## src/rtl/mips_pkg.sv

```systemverilog
// Shared types and constants for the MIPS pipeline hazard controller.
package mips_pkg;

  typedef enum logic [1:0] {
    RUN      = 2'd0,
    MEM_WAIT = 2'd1,
    ERR      = 2'd2
  } hazard_state_t;

  localparam logic [1:0] FWD_RF  = 2'b00;
  localparam logic [1:0] FWD_WB  = 2'b01;
  localparam logic [1:0] FWD_MEM = 2'b10;

endpackage

```

## src/rtl/hazard_ctrl_if.sv

```systemverilog
// Pipeline <-> hazard controller signal bundle; the pipeline is master, the controller is slave.
interface hazard_ctrl_if;

  logic [4:0] RsD, RtD, RsE, RtE;
  logic       BranchD;
  logic [4:0] WriteRegE, WriteRegM, WriteRegW;
  logic       RegWriteE, MemtoRegE;
  logic       RegWriteM, MemtoRegM;
  logic       RegWriteW;
  logic       MemReqM, MemReadyM;

  logic       StallF, StallD, StallE, StallM, StallW;
  logic       FlushE;
  logic       ForwardAD, ForwardBD;
  logic [1:0] ForwardAE, ForwardBE;

  modport master (
    output RsD, RtD, RsE, RtE, BranchD,
    output WriteRegE, WriteRegM, WriteRegW,
    output RegWriteE, MemtoRegE, RegWriteM, MemtoRegM, RegWriteW,
    output MemReqM, MemReadyM,
    input  StallF, StallD, StallE, StallM, StallW, FlushE,
    input  ForwardAD, ForwardBD, ForwardAE, ForwardBE
  );

  modport slave (
    input  RsD, RtD, RsE, RtE, BranchD,
    input  WriteRegE, WriteRegM, WriteRegW,
    input  RegWriteE, MemtoRegE, RegWriteM, MemtoRegM, RegWriteW,
    input  MemReqM, MemReadyM,
    output StallF, StallD, StallE, StallM, StallW, FlushE,
    output ForwardAD, ForwardBD, ForwardAE, ForwardBE
  );

endinterface

```

## src/rtl/hazard_fwd_unit.sv

```systemverilog
// Combinational forwarding selects for the E-stage ALU operands and the D-stage branch comparator.
module hazard_fwd_unit
  import mips_pkg::*;
(
  input  logic [4:0] RsD,
  input  logic [4:0] RtD,
  input  logic [4:0] RsE,
  input  logic [4:0] RtE,
  input  logic [4:0] WriteRegM,
  input  logic       RegWriteM,
  input  logic [4:0] WriteRegW,
  input  logic       RegWriteW,
  output logic       ForwardAD,
  output logic       ForwardBD,
  output logic [1:0] ForwardAE,
  output logic [1:0] ForwardBE
);

  logic m_hit_ae, w_hit_ae, m_hit_be, w_hit_be;

  // Register $0 is hard-wired zero, so it is never a forwarding target.
  assign m_hit_ae = (RsE != 5'd0) && RegWriteM && (WriteRegM == RsE);
  assign w_hit_ae = (RsE != 5'd0) && RegWriteW && (WriteRegW == RsE);
  assign m_hit_be = (RtE != 5'd0) && RegWriteM && (WriteRegM == RtE);
  assign w_hit_be = (RtE != 5'd0) && RegWriteW && (WriteRegW == RtE);

  // The M-stage result is younger than W, so it takes priority.
  assign ForwardAE = m_hit_ae ? FWD_MEM : (w_hit_ae ? FWD_WB : FWD_RF);
  assign ForwardBE = m_hit_be ? FWD_MEM : (w_hit_be ? FWD_WB : FWD_RF);

  assign ForwardAD = (RsD != 5'd0) && RegWriteM && (WriteRegM == RsD);
  assign ForwardBD = (RtD != 5'd0) && RegWriteM && (WriteRegM == RtD);

endmodule

```

## src/rtl/hazard_ctrl.sv

```systemverilog
// Hazard controller for the 5-stage MIPS pipe: load-use/branch stalls, forwarding, data-memory freeze and
// timeout trap. Optional perf counters are built when HAZARD_PERF_EN is defined.
module hazard_ctrl
  import mips_pkg::*;
#(
  parameter int MEM_TIMEOUT = 16,
  parameter int CNT_W       = 32
) (
  input  logic             CLK,
  input  logic             Reset,
  hazard_ctrl_if.slave     hz,
  output logic             MemTimeout,
  output logic [CNT_W-1:0] StallCount,
  output logic [CNT_W-1:0] FlushCount
);

  localparam int                WC_W    = $clog2(MEM_TIMEOUT) + 1;
  localparam logic [WC_W-1:0]   WC_LAST = WC_W'(MEM_TIMEOUT - 1);

  hazard_state_t   state, state_nxt;
  logic [WC_W-1:0] wait_cnt, wait_cnt_nxt;
  logic            mem_miss, lwstall, brstall, memstall;
  logic            fwd_ad, fwd_bd;
  logic [1:0]      fwd_ae, fwd_be;

  hazard_fwd_unit u_fwd (
    .RsD       (hz.RsD),
    .RtD       (hz.RtD),
    .RsE       (hz.RsE),
    .RtE       (hz.RtE),
    .WriteRegM (hz.WriteRegM),
    .RegWriteM (hz.RegWriteM),
    .WriteRegW (hz.WriteRegW),
    .RegWriteW (hz.RegWriteW),
    .ForwardAD (fwd_ad),
    .ForwardBD (fwd_bd),
    .ForwardAE (fwd_ae),
    .ForwardBE (fwd_be)
  );

  assign mem_miss = hz.MemReqM && !hz.MemReadyM;

  assign lwstall = hz.MemtoRegE && ((hz.RtE == hz.RsD) || (hz.RtE == hz.RtD));

  assign brstall = hz.BranchD &&
                   ((hz.RegWriteE && ((hz.WriteRegE == hz.RsD) || (hz.WriteRegE == hz.RtD))) ||
                    (hz.MemtoRegM && ((hz.WriteRegM == hz.RsD) || (hz.WriteRegM == hz.RtD))));

  assign memstall = (state == ERR) || (((state == RUN) || (state == MEM_WAIT)) && mem_miss);

  // Everything is gated by Reset so the pipe sees no stall/flush/forward while reset is held.
  assign hz.StallF    = Reset && (lwstall || brstall || memstall);
  assign hz.StallD    = Reset && (lwstall || brstall || memstall);
  assign hz.StallE    = Reset && memstall;
  assign hz.StallM    = Reset && memstall;
  assign hz.StallW    = Reset && memstall;
  assign hz.FlushE    = Reset && (lwstall || brstall) && !memstall;
  assign hz.ForwardAD = Reset && fwd_ad;
  assign hz.ForwardBD = Reset && fwd_bd;
  assign hz.ForwardAE = Reset ? fwd_ae : FWD_RF;
  assign hz.ForwardBE = Reset ? fwd_be : FWD_RF;

  // NOTE: every combinational output gets a default first so no path leaves it unassigned (no latch).
  always_comb begin
    state_nxt    = state;
    wait_cnt_nxt = wait_cnt;
    unique case (state)
      RUN: begin
        if (mem_miss) begin
          state_nxt    = MEM_WAIT;
          wait_cnt_nxt = WC_W'(1);
        end
      end
      MEM_WAIT: begin
        // A dropped request ends the wait just like a ready.
        if (!mem_miss) begin
          state_nxt    = RUN;
          wait_cnt_nxt = '0;
        end else if (wait_cnt == WC_LAST) begin
          state_nxt = ERR;
        end else begin
          wait_cnt_nxt = wait_cnt + WC_W'(1);
        end
      end
      ERR: state_nxt = ERR;
      default: begin
        state_nxt    = RUN;
        wait_cnt_nxt = '0;
      end
    endcase
  end

  // NOTE: sequential state uses non-blocking assignments so all registers update from pre-edge values.
  always_ff @(posedge CLK or negedge Reset) begin
    if (!Reset) begin
      state      <= RUN;
      wait_cnt   <= '0;
      MemTimeout <= 1'b0;
    end else begin
      state    <= state_nxt;
      wait_cnt <= wait_cnt_nxt;
      if (state_nxt == ERR) MemTimeout <= 1'b1;
    end
  end

`ifdef HAZARD_PERF_EN
  // Saturating counters: they stick at all-ones rather than wrapping.
  always_ff @(posedge CLK or negedge Reset) begin
    if (!Reset) begin
      StallCount <= '0;
      FlushCount <= '0;
    end else begin
      if (hz.StallF && (StallCount != '1)) StallCount <= StallCount + CNT_W'(1);
      if (hz.FlushE && (FlushCount != '1)) FlushCount <= FlushCount + CNT_W'(1);
    end
  end
`else
  assign StallCount = '0;
  assign FlushCount = '0;
`endif

endmodule

```

## src/flat_wrapper.sv

```systemverilog
// flat-port wrapper written by rule: the top's interface ports become plain ports
module hazard_ctrl_flat import mips_pkg::*;
#(
  parameter int MEM_TIMEOUT = 16,
  parameter int CNT_W       = 32
)
  (CLK, Reset, MemTimeout, StallCount, FlushCount, hz_RsD, hz_RtD, hz_RsE, hz_RtE, hz_BranchD, hz_WriteRegE, hz_WriteRegM, hz_WriteRegW, hz_RegWriteE, hz_MemtoRegE, hz_RegWriteM, hz_MemtoRegM, hz_RegWriteW, hz_MemReqM, hz_MemReadyM, hz_StallF, hz_StallD, hz_StallE, hz_StallM, hz_StallW, hz_FlushE, hz_ForwardAD, hz_ForwardBD, hz_ForwardAE, hz_ForwardBE);
  hazard_ctrl_if hz_i ();
  input  logic CLK;
  input  logic Reset;
  output logic MemTimeout;
  output logic [CNT_W-1:0] StallCount;
  output logic [CNT_W-1:0] FlushCount;
  input wire logic [$bits(hz_i.RsD)-1:0] hz_RsD;
  input wire logic [$bits(hz_i.RtD)-1:0] hz_RtD;
  input wire logic [$bits(hz_i.RsE)-1:0] hz_RsE;
  input wire logic [$bits(hz_i.RtE)-1:0] hz_RtE;
  input wire logic [$bits(hz_i.BranchD)-1:0] hz_BranchD;
  input wire logic [$bits(hz_i.WriteRegE)-1:0] hz_WriteRegE;
  input wire logic [$bits(hz_i.WriteRegM)-1:0] hz_WriteRegM;
  input wire logic [$bits(hz_i.WriteRegW)-1:0] hz_WriteRegW;
  input wire logic [$bits(hz_i.RegWriteE)-1:0] hz_RegWriteE;
  input wire logic [$bits(hz_i.MemtoRegE)-1:0] hz_MemtoRegE;
  input wire logic [$bits(hz_i.RegWriteM)-1:0] hz_RegWriteM;
  input wire logic [$bits(hz_i.MemtoRegM)-1:0] hz_MemtoRegM;
  input wire logic [$bits(hz_i.RegWriteW)-1:0] hz_RegWriteW;
  input wire logic [$bits(hz_i.MemReqM)-1:0] hz_MemReqM;
  input wire logic [$bits(hz_i.MemReadyM)-1:0] hz_MemReadyM;
  output wire logic [$bits(hz_i.StallF)-1:0] hz_StallF;
  output wire logic [$bits(hz_i.StallD)-1:0] hz_StallD;
  output wire logic [$bits(hz_i.StallE)-1:0] hz_StallE;
  output wire logic [$bits(hz_i.StallM)-1:0] hz_StallM;
  output wire logic [$bits(hz_i.StallW)-1:0] hz_StallW;
  output wire logic [$bits(hz_i.FlushE)-1:0] hz_FlushE;
  output wire logic [$bits(hz_i.ForwardAD)-1:0] hz_ForwardAD;
  output wire logic [$bits(hz_i.ForwardBD)-1:0] hz_ForwardBD;
  output wire logic [$bits(hz_i.ForwardAE)-1:0] hz_ForwardAE;
  output wire logic [$bits(hz_i.ForwardBE)-1:0] hz_ForwardBE;
  assign hz_i.RsD = hz_RsD;
  assign hz_i.RtD = hz_RtD;
  assign hz_i.RsE = hz_RsE;
  assign hz_i.RtE = hz_RtE;
  assign hz_i.BranchD = hz_BranchD;
  assign hz_i.WriteRegE = hz_WriteRegE;
  assign hz_i.WriteRegM = hz_WriteRegM;
  assign hz_i.WriteRegW = hz_WriteRegW;
  assign hz_i.RegWriteE = hz_RegWriteE;
  assign hz_i.MemtoRegE = hz_MemtoRegE;
  assign hz_i.RegWriteM = hz_RegWriteM;
  assign hz_i.MemtoRegM = hz_MemtoRegM;
  assign hz_i.RegWriteW = hz_RegWriteW;
  assign hz_i.MemReqM = hz_MemReqM;
  assign hz_i.MemReadyM = hz_MemReadyM;
  assign hz_StallF = hz_i.StallF;
  assign hz_StallD = hz_i.StallD;
  assign hz_StallE = hz_i.StallE;
  assign hz_StallM = hz_i.StallM;
  assign hz_StallW = hz_i.StallW;
  assign hz_FlushE = hz_i.FlushE;
  assign hz_ForwardAD = hz_i.ForwardAD;
  assign hz_ForwardBD = hz_i.ForwardBD;
  assign hz_ForwardAE = hz_i.ForwardAE;
  assign hz_ForwardBE = hz_i.ForwardBE;
  hazard_ctrl #(.MEM_TIMEOUT(MEM_TIMEOUT), .CNT_W(CNT_W)) u_core (.CLK(CLK), .Reset(Reset), .hz(hz_i), .MemTimeout(MemTimeout), .StallCount(StallCount), .FlushCount(FlushCount));
endmodule
```

## config.mk

```make
export PLATFORM = sky130hd
export DESIGN_NAME = hazard_ctrl_flat
export DESIGN_NICKNAME = d
export VERILOG_FILES = /design/src/rtl/mips_pkg.sv /design/src/rtl/hazard_ctrl_if.sv /design/src/rtl/hazard_fwd_unit.sv /design/src/rtl/hazard_ctrl.sv /design/src/flat_wrapper.sv
export SDC_FILE = /design/constraint.sdc
export NUM_CORES = 1
export LEC_CHECK = 0
export CELL_PAD_IN_SITES_DETAIL_PLACEMENT = 1
export CELL_PAD_IN_SITES_GLOBAL_PLACEMENT = 1
export CORE_MARGIN = 2
export CORE_UTILIZATION = 23
export DETAILED_ROUTE_END_ITERATION = 6
export GPL_ROUTABILITY_DRIVEN = 1
export PLACE_DENSITY_LB_ADDON = 0.05
export SYNTH_ARGS = -nofsm -noshare
export SYNTH_HDL_FRONTEND = slang
export SYNTH_SLANG_ARGS = --single-unit
export TNS_END_PERCENT = 100
```

## constraint.sdc

```tcl
create_clock -name CLK -period 2.3 [get_ports CLK]
set_input_delay 0.46 -clock CLK [delete_from_list [all_inputs] [get_ports CLK]]
set_output_delay 0.46 -clock CLK [all_outputs]
set_load 0.02 [all_outputs]
```

==> impl_metrics.yaml, run 1 <==
outcome:
  outcome: "completed"
drt:
  viasPerCell: 3.85
  initialDrtViolationCount: 69
  vias: 1522
  antenna_left: 0
  drt_wl_total_um: 5220
  wl_per_cell_um: 13.2
  drtPass1Iterations: 4
  drcViolationCount: 0
floorplanning:
  design.die.area_mm2: 0.00789
  fp.dieH_um: 88.8
  num_rows: 30
  core_mm2: 0.00687
  start_util_pct: 24.1
  pin_count: 122
  fp.dieW_um: 88.8
clock_network:
  clock_latency_ps: 230
  cts.reportedPaths.clkPinSlew_ps: 40
  ctsLongestPathBuffers: 2
  ctsHoldBuffers: 0
  cts-htree-levels: 1
  clock-sinks: 8
  cts_buffers: 3
  root_buffer: "clkbuf_8"
  cts_tree: "done"
worst_setup_path:
  crit_path_cell_trace: "clkdlybuf4s15_2, xor2_1, nor3_2, and3_1, o311ai_4, a211oi_2, buf_4"
  end_kind: "primary output"
  slowest_delay_ps: 230
  cp_slowest_cell: "clkdlybuf4s15_2"
  crit_buf_inv: 2
  r2r_cells: 8
  worst-path-max-fanout: 4
  reg2reg_slack_ps: 410
  required_ps: 1840
  worstSetupStartpointType: "input port"
  r2r_start: "u_core.wait_cnt[1]"
  r2r_end: "u_core.wait_cnt[3]"
  worstPathArrival_ps: 1770
  crit_type: "input port to primary output"
  critPathTopFamily: "simple AND/OR/NAND/NOR gates"
timing:
  setup_violations: 0
  fin_skew_ps: 2.15
  slew_viol_final: 0
  fmax_ghz: 0.449
  period_share_pct: 96.9
  rsz0062_at_grt: "true"
  period_minus_slack_ps: 2230
  hold_viol_final: 0
  finalSetupTns_ps: 0
grt:
  grt_usage_pct: 13.0
  grt_pass1_wl_um: 7710
  grt_overflow: 0
  antenna_found_initial: 0
  grt_start_max_net_pins: 9
  grt_pass1_vias: 1515
synthesis:
  ys_seq_area_share_pct: 12.1
  netlist_instances: 205
  synth_area_per_cell_um2: 8.07
  synth_cell_types: 42
  synthesis.area_mm2: 0.00165
  ys_ff_latch: 8
  ys.warnings.count: 0
place:
  io_buffers: 57
  placed_cells: 384
  placed_cell_area_mm2: 0.00231
  gpl.final_weighted_congestion: 0.751
  dp_hpwl_um: 4480
pwr:
  power_density_mw_per_mm2: 301
  p_leak_uw: 0.00113
  ir_drop_uv: 119
cells_and_area:
  drive_gt1_share_pct: 36.8
  final_nets: 348
  n_fill_cell: 834
  area_growth_pct: 48.9
  diodes: 0
  fin_util_pct: 35.9
  multi_input_area_mm2: 0.00130
  final_cell_area_mm2: 0.00246
  regArea_um2: 200
  fin_cells: 395
flow_run:
  maxCapViolations: 0
hold_path:
  hold_path.class: "input port to async pin"
kinds of logic (layout without fill, tap and decap cells):
kind of cell	count (synthesis)	after routing	synth area share, %
flip-flops	8	8	12.1
adder cells (fa/ha/maj)	2	2	1.51
AND/OR/NAND/NOR	49	49	18.2
XOR/XNOR	48	48	25.4
buffers and inverters	76	107	33.1
AO/OA/AOI/OAI	20	20	8.85
multiplexers	1	1	0.681
other	1	64	0.227
cells in the final DEF, fill, tap and decap left out, types with 4 or more instances in the layout:
cell	Yosys	routed
conb_1	1	64
buf_2	2	20
inv_1	5	5
dfrtp_1	8	8
clkdlybuf4s50_1	0	12
nor3_2	0	4
nand4_1	5	5
xnor2_1	29	28
buf_4	67	41
nor2_1	5	4
nand3_1	5	5
xor2_1	19	13
nand2_1	5	5
buf_6	1	8
xor2_2	0	6
dlygate4sd2_1	0	8
clkdlybuf4s15_2	0	4
o21ai_0	5	5
per-layer routing:
metal / global-route usage, % / wire length (um) / vias to the layer above
met5: 0 / 0 / -
met4: 3.72 / 54 / 0
met3: 1.96 / 256 / 4
met2: 23.9 / 2730 / 58
met1: 15.4 / 2180 / 716
li1: - / - / 744
power by group:
group	switching, uW	internal, uW	total [uW]
clock	61.7	114	176
sequential	3.40	146	149
combinational	244	173	417
total	309	433	742
worst max path at each step:
stage / from / endpoint / slack (ps) / cells past startpoint
floorplan: hz_RtE[4] / hz_FlushE / 40 / 6
global placement: hz_RsD[1] / hz_FlushE / -860 / 7
detailed placement: hz_RtD[0] / hz_FlushE / -840 / 7
CTS: hz_WriteRegM[1] / hz_StallF / 4 / 8
global route: hz_RtD[4] / hz_FlushE / -40 / 7
finish: hz_RtD[4] / hz_FlushE / 70 / 7
per-stage QoR:
stage	worst slack [ps]	hold WS (ps)	total power (uW)
2_1_floorplan	37.9	164	452
3_3_place_gp	-860	459	551
5_1_grt	-35.4	369	790
6_report	71.7	346	742
4_1_cts	3.67	358	740
3_5_place_dp	-841	462	552
sequential cells by signal, summed over array words and instances, names as in the netlist:
| register | cells |
|---|---|
| u_core.state | 2 |
| u_core.MemTimeout | 1 |
| u_core.wait_cnt | 5 |
area by class of cell:
type	instances	share of cell area, %
Multi-Input combinational cell	184	52.7
Timing Repair Buffer	99	31.9
Sequential cell	8	8.13
Tap cell	96	4.88
Clock buffer	3	1.68
Inverter	5	0.762
Yosys cell counts (all sizes together):
library cell / instances / share of area (%)
nor3b: 1 / 0.45
clkbuf: 1 / 0.23
nand3: 5 / 1.5
o31ai: 2 / 0.91
and2: 3 / 1.2
o21a: 2 / 0.91
nor3: 6 / 1.8
a211oi: 1 / 0.45
o21ai: 5 / 1.5
nor2: 6 / 1.8
o211ai: 1 / 0.45
a21oi: 2 / 0.61
xor2: 19 / 10
dfrtp: 8 / 12
conb: 1 / 0.23
nor4: 4 / 2.3
or4: 4 / 2.0
or3b: 1 / 0.53
or2: 1 / 0.38
a221oi: 1 / 0.53
o22ai: 1 / 0.38
o2111ai: 2 / 1.1
inv: 5 / 1.1
nand4: 5 / 1.9
o41ai: 1 / 0.53
mux2: 1 / 0.68
ha: 2 / 1.5
nor2b: 3 / 1.1
o311ai: 1 / 0.98
o221ai: 1 / 0.53
buf: 70 / 32
or3: 1 / 0.38
and3: 3 / 1.1
nand3b: 1 / 0.45
nand2: 5 / 1.1
xnor2: 29 / 15
what timing repair did:
| action | 4_1_cts | 5_1_grt |
|---|---|---|
| setup buffers | 6 | 3 |
| gates cloned | 0 | 0 |
| endpoints found under the setup margin | 12 | 9 |
| gates resized for setup | 165 | 26 |
| pin swaps | 19 | 18 |
Note: power is estimated with default switching activity, not from simulation.
==> run 2, diff against run 1 <==
Settings changed: CORE_UTILIZATION 23 to 25, CTS_CLUSTER_DIAMETER from default to 100, SYNTH_HIERARCHICAL from default to 1.
==> run 2 against run 1 <==
  * Register-to-register slack better by 130 ps
  * Setup slack worse by 13 ps
  * Cell area up 7.7%
  * Routed wire length up 1.2%
  * Sequential power about the same
  * Fmax down 0.57%
  * Critical path depth down 1
  * Global-route usage down 0.21 points
  * Non-clock buffer count down 7
  * Critical endpoint is now hz_ForwardAE[1]
==> impl_metrics.yaml, run 2 <==
outcome:
  outcome: "completed"
synthesis:
  synthesis.area_mm2: 0.00184
  synth_ff_type: "dfrtp_1"
  synth_most_common_cell: "buf_4"
  async_flop_share_pct: 100
  synth.area.top_cells: "buf_4 (28%), xnor2_1 (22%), dfrtp_1 (11%)"
  ys_seq_area_share_pct: 10.9
  yosys.area.top_type_share_pct: 28.2
  synth_edf_count: 0
  synth_cell_types: 40
  synth_area_per_cell_um2: 8.13
  netlist_instances: 226
  synth_commonest_cells: "buf_4 (69), xnor2_1 (47), nand2_1 (15), xor2_1 (13)"
  ys_ff_latch: 8
  ys.warnings.count: 6
  synth_top_area_cell: "buf_4"
worst_setup_path:
  reg2reg_slack_ps: 540
  worst-path-max-fanout: 3
  worstPathArrival_ps: 1780
  required_ps: 1840
  worstSetupStartpointType: "input port"
  end_kind: "primary output"
  r2r_cells: 6
  crit_type: "input port to primary output"
  r2r_end: "u_core/wait_cnt[3]"
  r2r_start: "u_core/wait_cnt[0]"
cells_and_area:
  area_growth_pct: 44.4
  fin_util_pct: 37.0
  top_register: "u_core/wait_cnt"
  diodes: 0
  n_fill_cell: 876
  drive_gt1_share_pct: 30.2
  final_nets: 360
  final_cell_area_mm2: 0.00265
  most-common-layout-cells: "conb_1 (64), xnor2_1 (41), buf_4 (31)"
  reg_top3: "u_core/wait_cnt (5), u_core/state (2), u_core/MemTimeout (1)"
  final_common_cell: "conb_1"
  largest_reg_flops: 5
timing:
  slew_viol_final: 0
  hold_viol_final: 0
  fin_skew_ps: 1.56
  fmax_ghz: 0.446
  finalSetupTns_ps: 0
  period_share_pct: 97.4
  period_minus_slack_ps: 2240
  rsz0062_at_grt: "true"
  setup_violations: 0
grt:
  grt_usage_pct: 12.8
  grt_start_max_net_pins: 10
  grt_pass1_vias: 1664
  grt_pass1_wl_um: 8300
  antenna_found_initial: 0
  grt_overflow: 0
clock_network:
  clock-sinks: 8
  cts_buffers: 3
  root_buffer: "clkbuf_8"
  ctsHoldBuffers: 0
  ctsLongestPathBuffers: 2
  cts_tree: "done"
  cts.reportedPaths.clkPinSlew_ps: 40
  clock_latency_ps: 230
  cts-htree-levels: 1
place:
  gpl.final_weighted_congestion: 0.754
  placed_cell_area_mm2: 0.00251
  dp_hpwl_um: 4560
  io_buffers: 57
hold_path:
  hold_path_depth: 1
  min_delay_worst_endpoint: "u_core/MemTimeout"
  min-delay-start: "u_core/MemTimeout"
  hold_path.class: "flip-flop to flip-flop"
floorplanning:
  fp.dieW_um: 89.7
  core_mm2: 0.00718
  fp.dieH_um: 89.7
  pin_count: 122
  design.die.area_mm2: 0.00805
  start_util_pct: 25.6
  num_rows: 31
drt:
  initialDrtViolationCount: 23
  vias: 1594
  drtPass1Iterations: 4
  wl_per_cell_um: 12.9
  drcViolationCount: 0
  viasPerCell: 3.89
  drt_wl_total_um: 5280
  antenna_left: 0
flow_run:
  maxCapViolations: 0
pwr:
  p_leak_uw: 0.00118
  ir_drop_uv: 91.4
  power_density_mw_per_mm2: 296
  p_total_uw: 786
## run 2: area by class of cell
| class | count | area (um2) | share of cell area (%) |
|---|---|---|---|
| Tap cell | 99 | 124 | 4.67 |
| Multi-Input combinational cell | 204 | 1470 | 55.4 |
| Clock buffer | 3 | 41.3 | 1.56 |
| Inverter | 4 | 15.0 | 0.566 |
| Timing Repair Buffer | 92 | 803 | 30.3 |
| Sequential cell | 8 | 200 | 7.54 |
## run 2: metrics by stage
| step | worst slack [ps] | hold WS [ps] | cells |
|---|---|---|---|
| final | 58.9 | 464 | 410 |
| after global routing | -21.9 | 482 | 410 |
| after CTS | 0.582 | 470 | 411 |
| after detailed placement | -840 | 455 | 408 |
| after global placement | -801 | 456 | 408 |
| after floorplan | 215 | 164 | 289 |
## run 2: cell families after synthesis
family	after synthesis	share of synthesized area (%)
compound gates	23	10.6
xor+xnor	60	28.6
fa+ha+maj	2	1.36
buf+inv	77	30.8
flops	8	10.9
mux	1	0.545
other cells	1	0.204
simple gates	54	17.1
## run 2: timing repair
item,4_1_cts,5_1_grt
setup endpoints to repair,12,11
pin swaps,12,18
setup buffers,0,1
resized for setup,118,40
## run 2: worst max-delay path by stage
stage / cells past startpoint / endpoint / from
floorplan: 6 / hz_StallF / hz_RtE[4]
global placement: 8 / hz_StallF / hz_WriteRegM[3]
detailed placement: 7 / hz_StallD / hz_RtD[1]
CTS: 6 / hz_ForwardBE[0] / hz_WriteRegW[0]
global route: 7 / hz_ForwardAE[0] / hz_WriteRegM[4]
finish: 6 / hz_ForwardAE[1] / hz_RsE[2]
## run 2: layer usage
metal | wire, um | vias up | global-route usage [%]
met2 | 2810 | 56 | 24.4
met1 | 2170 | 743 | 14.9
met4 | 35 | 0 | 2.69
met3 | 261 | 4 | 1.93
met5 | 0 | - | 0
li1 | - | 791 | -
## run 2: critical path: stages
cell,delay (ps)
clkdlybuf4s15_1,220
or4_4,510
nor2_4,140
and3b_1,180
and2_4,150
buf_6,120
## run 2: where the power goes
| group | total [uW] | switching (uW) | internal [uW] | leakage (uW) |
|---|---|---|---|---|
| Sequential | 152 | 5.75 | 146 | 0.000103 |
| Clock | 168 | 55.0 | 113 | 0.0000216 |
| Combinational | 465 | 267 | 198 | 0.00106 |
| Total | 786 | 328 | 458 | 0.00118 |
==> RTL edit 1, RTL diff (flow settings as in run 1) <==
The option `HAZARD_PERF_EN` is turned on by a define.
--- a/src/rtl/hazard_ctrl.sv
+++ b/src/rtl/hazard_ctrl.sv
@@ -2,2 +2,4 @@
 // timeout trap. Optional perf counters are built when HAZARD_PERF_EN is defined.
+`define HAZARD_PERF_EN
+
 module hazard_ctrl
Behaviour: not the same (a bounded check fails within 4 cycles, from zero or initial values and one cycle with Reset low).
==> RTL edit 1 against run 1 <==
  * The run now ends with negative setup slack left
  * Setup slack got worse by 0.077 ns
  * Routed wire length grew to 2.7 times the old value
  * Combinational power increased to 2.7 times the old value
  * Area after synthesis rose to 2.6 times the old value
  * Power rose to 5.6 times the old value
  * Critical path type unchanged
  * Non-clock buffer count rose by 93
  * Synthesized cell count increased by 110%
  * Clock power rose to 8.6 times the old value
  * Critical path depth is 1 higher
  * Global-route usage increased by 1.7 points
  * Sequential cell count rose by 64
  * Maximum frequency fell by 3.4%
  * Design area rose to 2.8 times the old value
==> RTL edit 1: results <==
logic_synthesis:
  synth_cell_types: 44
  syn-num-nets: 480
  synth-async-reset-ratio: 1.00
  ys_seq_area_frac: 0.415
  ys.flop_type: "dfrtp_1"
  yosys-top-cells-count: "dfrtp_1, xnor2_1, xor2_1"
  yosys_warnings: 0
  syn_avg_cell_area_sq_um: 10.1
  synthTopCellsByArea: "dfrtp_1, xnor2_1, xor2_1"
routing:
  vias: 3891
  wl_per_cell_um: 16.8
  first_iter_violations: 119
  first_pass_iters: 4
clock_tree:
  clk_pin_slew_ns: 0.06
  cts_setup_buffers: 5
  clk_latency_ns: 0.33
  cts_root_buf: "clkbuf_16"
  cts_buffers: 9
  cts_buffer_depth: 2
  h-tree-depth: 3
  post_cts_resized: 207
timing:
  setup_violations: 2
  drv_slew: 0
  finClkSkew_ns: 0.00919
  tns_ns: -0.0110
  fin_ws_ns: -0.00564
  tightest_slew_ns: 0.743
grt:
  grt_max_degree: 53
  antenna_found_initial: 0
  grt_pass1_wl_um: 23300
  grt_usage: 0.146
  grt_pass1_vias: 4271
outcome:
  status: "complete, but fails checks"
  violations: "negative setup slack"
worst_setup_path:
  crit_arrival_ns: 1.85
  slowest_delay_ns: 0.31
  r2r_cells: 6
  cp_max_fo: 4
  crit_slowest_cell: "a41o_4"
placement:
  globalplace.congestion: 0.765
  dp_hpwl_um: 10500
  portBuffers: 121
  post-place-ws_ns: -1.02
  place_inst: 826
layout:
  reg.largest.list: "u_core.FlushCount: 32 flops, u_core.StallCount: 32 flops, u_core.wait_cnt: 5 flops"
  diodes: 0
  drive_above_1_share: 0.320
  final_nets: 660
  fill_cells: 2096
  stdcell_count: 850
power:
  vdd_drop_max_mv: 0.426
  leakage_uw: 0.00285
  p_switching_uw: 1330
min_path:
  hold_path_class: "input pin to async pin"
## RTL edit 1: cell types whose count changed after synthesis, moves of 16 or more
| cell | run 1 | this run |
|---|---|---|
| dfrtp_1 | 8 | 72 |
| buf_4 | 67 | 5 |
| xor2_1 | 19 | 54 |
| nand3_1 | 5 | 38 |
| xnor2_1 | 29 | 58 |
| nand4_1 | 5 | 32 |
| and3_1 | 3 | 19 |
## RTL edit 1: cell type report
| cell class | count | share of cell area |
|---|---|---|
| flip-flops and latches | 72 | 0.260 |
| multi-input cells | 330 | 0.395 |
| repair buffers | 192 | 0.254 |
| clock inverters | 5 | 0.00885 |
| inverters | 6 | 0.00361 |
| clock buffers | 11 | 0.0365 |
| well taps | 234 | 0.0423 |
## RTL edit 1: per-stage QoR
| step | util | cell area, sq um |
|---|---|---|
| floorplan | - | 4390 |
| finish | 0.372 | 6930 |
| detailed placement | 0.334 | 6230 |
| global route | 0.372 | 6930 |
| CTS | 0.360 | 6710 |
| global placement | 0.334 | 6230 |
## RTL edit 1: path summary, 6_finish.rpt
| check | slack, ns | startpoint | endpoint |
|---|---|---|---|
| setup reg to reg | 0.19 | u_core.StallCount[14]$_DFFE_PN0P_ | u_core.StallCount[28]$_DFFE_PN0P_ |
| hold / removal | 0.24 | Reset | u_core.StallCount[30]$_DFFE_PN0P_ |
| hold reg to reg | 0.47 | u_core.MemTimeout$_DFFE_PN0N_ | u_core.MemTimeout$_DFFE_PN0N_ |
| min in group CLK | 0.47 | u_core.MemTimeout$_DFFE_PN0N_ | u_core.MemTimeout$_DFFE_PN0N_ |
| max in group asynchronous | 1.39 | Reset | u_core.StallCount[9]$_DFFE_PN0P_ |
| setup / recovery | -0.006 | hz_RsD[3] | hz_StallD |
## RTL edit 1: critical path: cells and delay by family
kind | cells | cell delay (ns)
buf+inv | 3 | 0.28
compound gates | 3 | 0.87
simple gates | 1 | 0.06
xor+xnor | 1 | 0.16
## RTL edit 1: cell families (layout without fill, tap and decap cells)
logic type / after synthesis / after routing / share of synthesized area
flip-flops: 72 / 72 / 0.415
XOR/XNOR: 112 / 112 / 0.226
AND/OR/NAND/NOR: 189 / 189 / 0.261
AO/OA/AOI/OAI: 20 / 20 / 0.0394
buffers and inverters: 29 / 214 / 0.0357
adder cells (fa/ha/maj): 4 / 4 / 0.0115
multiplexers: 5 / 5 / 0.0127
## RTL edit 1: power groups by stage
stage	logic [uW]	clock network [uW]	registers, uW
final	1140	1510	1490
after global routing	1240	1620	1510
after CTS	1110	1580	1500
after detailed placement	1070	0	1520
after global placement	1070	0	1510
after floorplan	373	0	1630
## RTL edit 1: layer usage
metal,share of wire,wire length [um],global-route usage,vias up
li1,-,-,-,1869
met1,0.48,6890,0.204,1945
met2,0.48,6860,0.239,66
met3,0.025,353,0.0206,11
met4,0.010,145,0.0395,0
met5,0,0,0,-
==> RTL edit 2, RTL diff (flow settings as in run 1) <==
Without the edit above. Register the output `MemTimeout` once more, cleared by the reset; this adds one clock of latency there. The other outputs are not delayed to match.
--- a/src/rtl/hazard_ctrl.sv
+++ b/src/rtl/hazard_ctrl.sv
@@ -18,2 +18,4 @@
   localparam logic [WC_W-1:0]   WC_LAST = WC_W'(MEM_TIMEOUT - 1);
+
+  logic MemTimeout_s0;
 
@@ -97,3 +99,3 @@
       wait_cnt   <= '0;
-      MemTimeout <= 1'b0;
+      MemTimeout_s0 <= 1'b0;
     end else begin
@@ -101,3 +103,3 @@
       wait_cnt <= wait_cnt_nxt;
-      if (state_nxt == ERR) MemTimeout <= 1'b1;
+      if (state_nxt == ERR) MemTimeout_s0 <= 1'b1;
     end
@@ -121,2 +123,10 @@
 
+  always_ff @(posedge CLK or negedge Reset) begin
+    if (!Reset) begin
+      MemTimeout <= '0;
+    end else begin
+      MemTimeout <= MemTimeout_s0;
+    end
+  end
+
 endmodule
Check against the original RTL: same outputs for any inputs over 10 cycles, from zero or initial values and one cycle with Reset low; that may be too few to reach the edited logic, so the function may still have changed.
==> RTL edit 2 against run 1 <==
  * Final cell count grew 0.76%
  * Setup slack lost 0.060 ns
  * Critical path depth grew 1
  * Clock power grew 8%
  * Area after synthesis grew 2.6%
  * Power grew 5.3%
  * Design area grew 2.9%
  * Routed wire length shrank 6.1%
  * Sequential cell count grew 1
  * Critical endpoint is now hz_StallF
==> RTL edit 2: results <==
outcome:
  status: "finished, final reports clean"
logic_synthesis:
  syn_avg_cell_area_sq_um: 8.16
  synthTopCellsByArea: "buf_4, xnor2_1, dfrtp_1"
  synth_cell_types: 40
  ys_seq_area_frac: 0.133
  yosys_warnings: 0
  yosys-top-cells-count: "buf_4, xnor2_1, xor2_1"
worst_setup_path:
  path_class: "input pin to primary output"
  r2r_slack_ns: 0.38
  crit_slowest_cell: "o311ai_4"
  cp_top_family: "buffers and inverters"
  cp_max_fo: 3
  crit_arrival_ns: 1.83
  slowest_delay_ns: 0.30
clock_tree:
  clk_pin_slew_ns: 0.04
  cts_buffers: 3
  cts_root_buf: "clkbuf_8"
  h-tree-depth: 1
  cts_buffer_depth: 2
timing:
  hold_ws_ns: 0.369
  fin_ws_ns: 0.0115
  finClkSkew_ns: 0.00333
layout:
  diodes: 0
  reg.largest.list: "u_core.wait_cnt: 5 flops, u_core.state: 2 flops"
  final_nets: 347
  drive_above_1_share: 0.351
  largest_reg_flops: 5
routing:
  drt-total-wl_um: 4900
  first_pass_iters: 4
  wl_met1_um: 1990
  wl_per_cell_um: 12.3
  top_layer: "met4"
  first_iter_violations: 18
  met2_length_um: 2530
  vias: 1508
  drc_errors: 0
  route.met3.wl_um: 310
grt:
  grt_use_met1: 0.137
  grt_max_degree: 13
  grt_use_met3: 0.0243
  use_met2: 0.216
  grt_pass1_vias: 1613
  antenna_found_initial: 0
  grt_pass1_wl_um: 7660
  grt_usage: 0.118
placement:
  placed_area_sq_mm: 0.00238
  globalplace.congestion: 0.808
  dp_hpwl_um: 4270
  place_inst: 389
  post-place-ws_ns: -0.889
power:
  leakage_uw: 0.00114
  vdd_drop_max_mv: 0.126
min_path:
  hold_path_class: "flop to flop"
[RTL edit 2: cell count changes after synthesis, moves of 2 or more]
cell | run 1 | this run
xnor2_1 | 29 | 32
clkbuf_1 | 1 | 3
inv_1 | 5 | 3
nand3_1 | 5 | 7
[RTL edit 2: where the power goes]
group | internal (uW) | switching [uW] | leakage (uW) | total, uW
logic | 178 | 246 | 0.000991 | 424
clock network | 121 | 69.1 | 0.0000228 | 190
registers | 163 | 3.45 | 0.000122 | 167
total | 463 | 318 | 0.00114 | 781
[RTL edit 2: timing repair]
item	CTS	global route
gates resized for setup	174	17
pin swaps	29	14
setup endpoints to repair	12	11
setup buffers	6	2
[RTL edit 2: kinds of logic after synthesis]
group	count (synthesis)	synth area share
AND/OR/NAND/NOR	49	0.180
adder cells (fa/ha/maj)	2	0.0147
other	1	0.00221
multiplexers	1	0.00664
flip-flops	9	0.133
AO/OA/AOI/OAI	19	0.0804
XOR/XNOR	50	0.258
buffers and inverters	77	0.325
[RTL edit 2: area by class of cell]
cell class | count | area (sq um)
fill | 917 | 4680
inverter | 3 | 11.3
clock buffer | 4 | 45.0
multi-input combinational | 185 | 1340
timing repair buffer | 98 | 796
tap | 99 | 124
sequential | 9 | 225
[RTL edit 2: final timing paths]
check / startpoint / end / cells after the start
max reg2reg: u_core.wait_cnt[1]$_DFFE_PN0P_ / u_core.wait_cnt[3]$_DFFE_PN0P_ / 8
min: u_core.MemTimeout_s0$_DFFE_PN0N_ / u_core.MemTimeout$_DFF_PN0_ / 0
max: hz_WriteRegM[1] / hz_StallF / 8
min reg2reg: u_core.MemTimeout_s0$_DFFE_PN0N_ / u_core.MemTimeout$_DFF_PN0_ / 0
min in group asynchronous: Reset / u_core.wait_cnt[4]$_DFFE_PN0P_ / 2
max in group asynchronous: Reset / u_core.state[0]$_DFF_PN0_ / 3
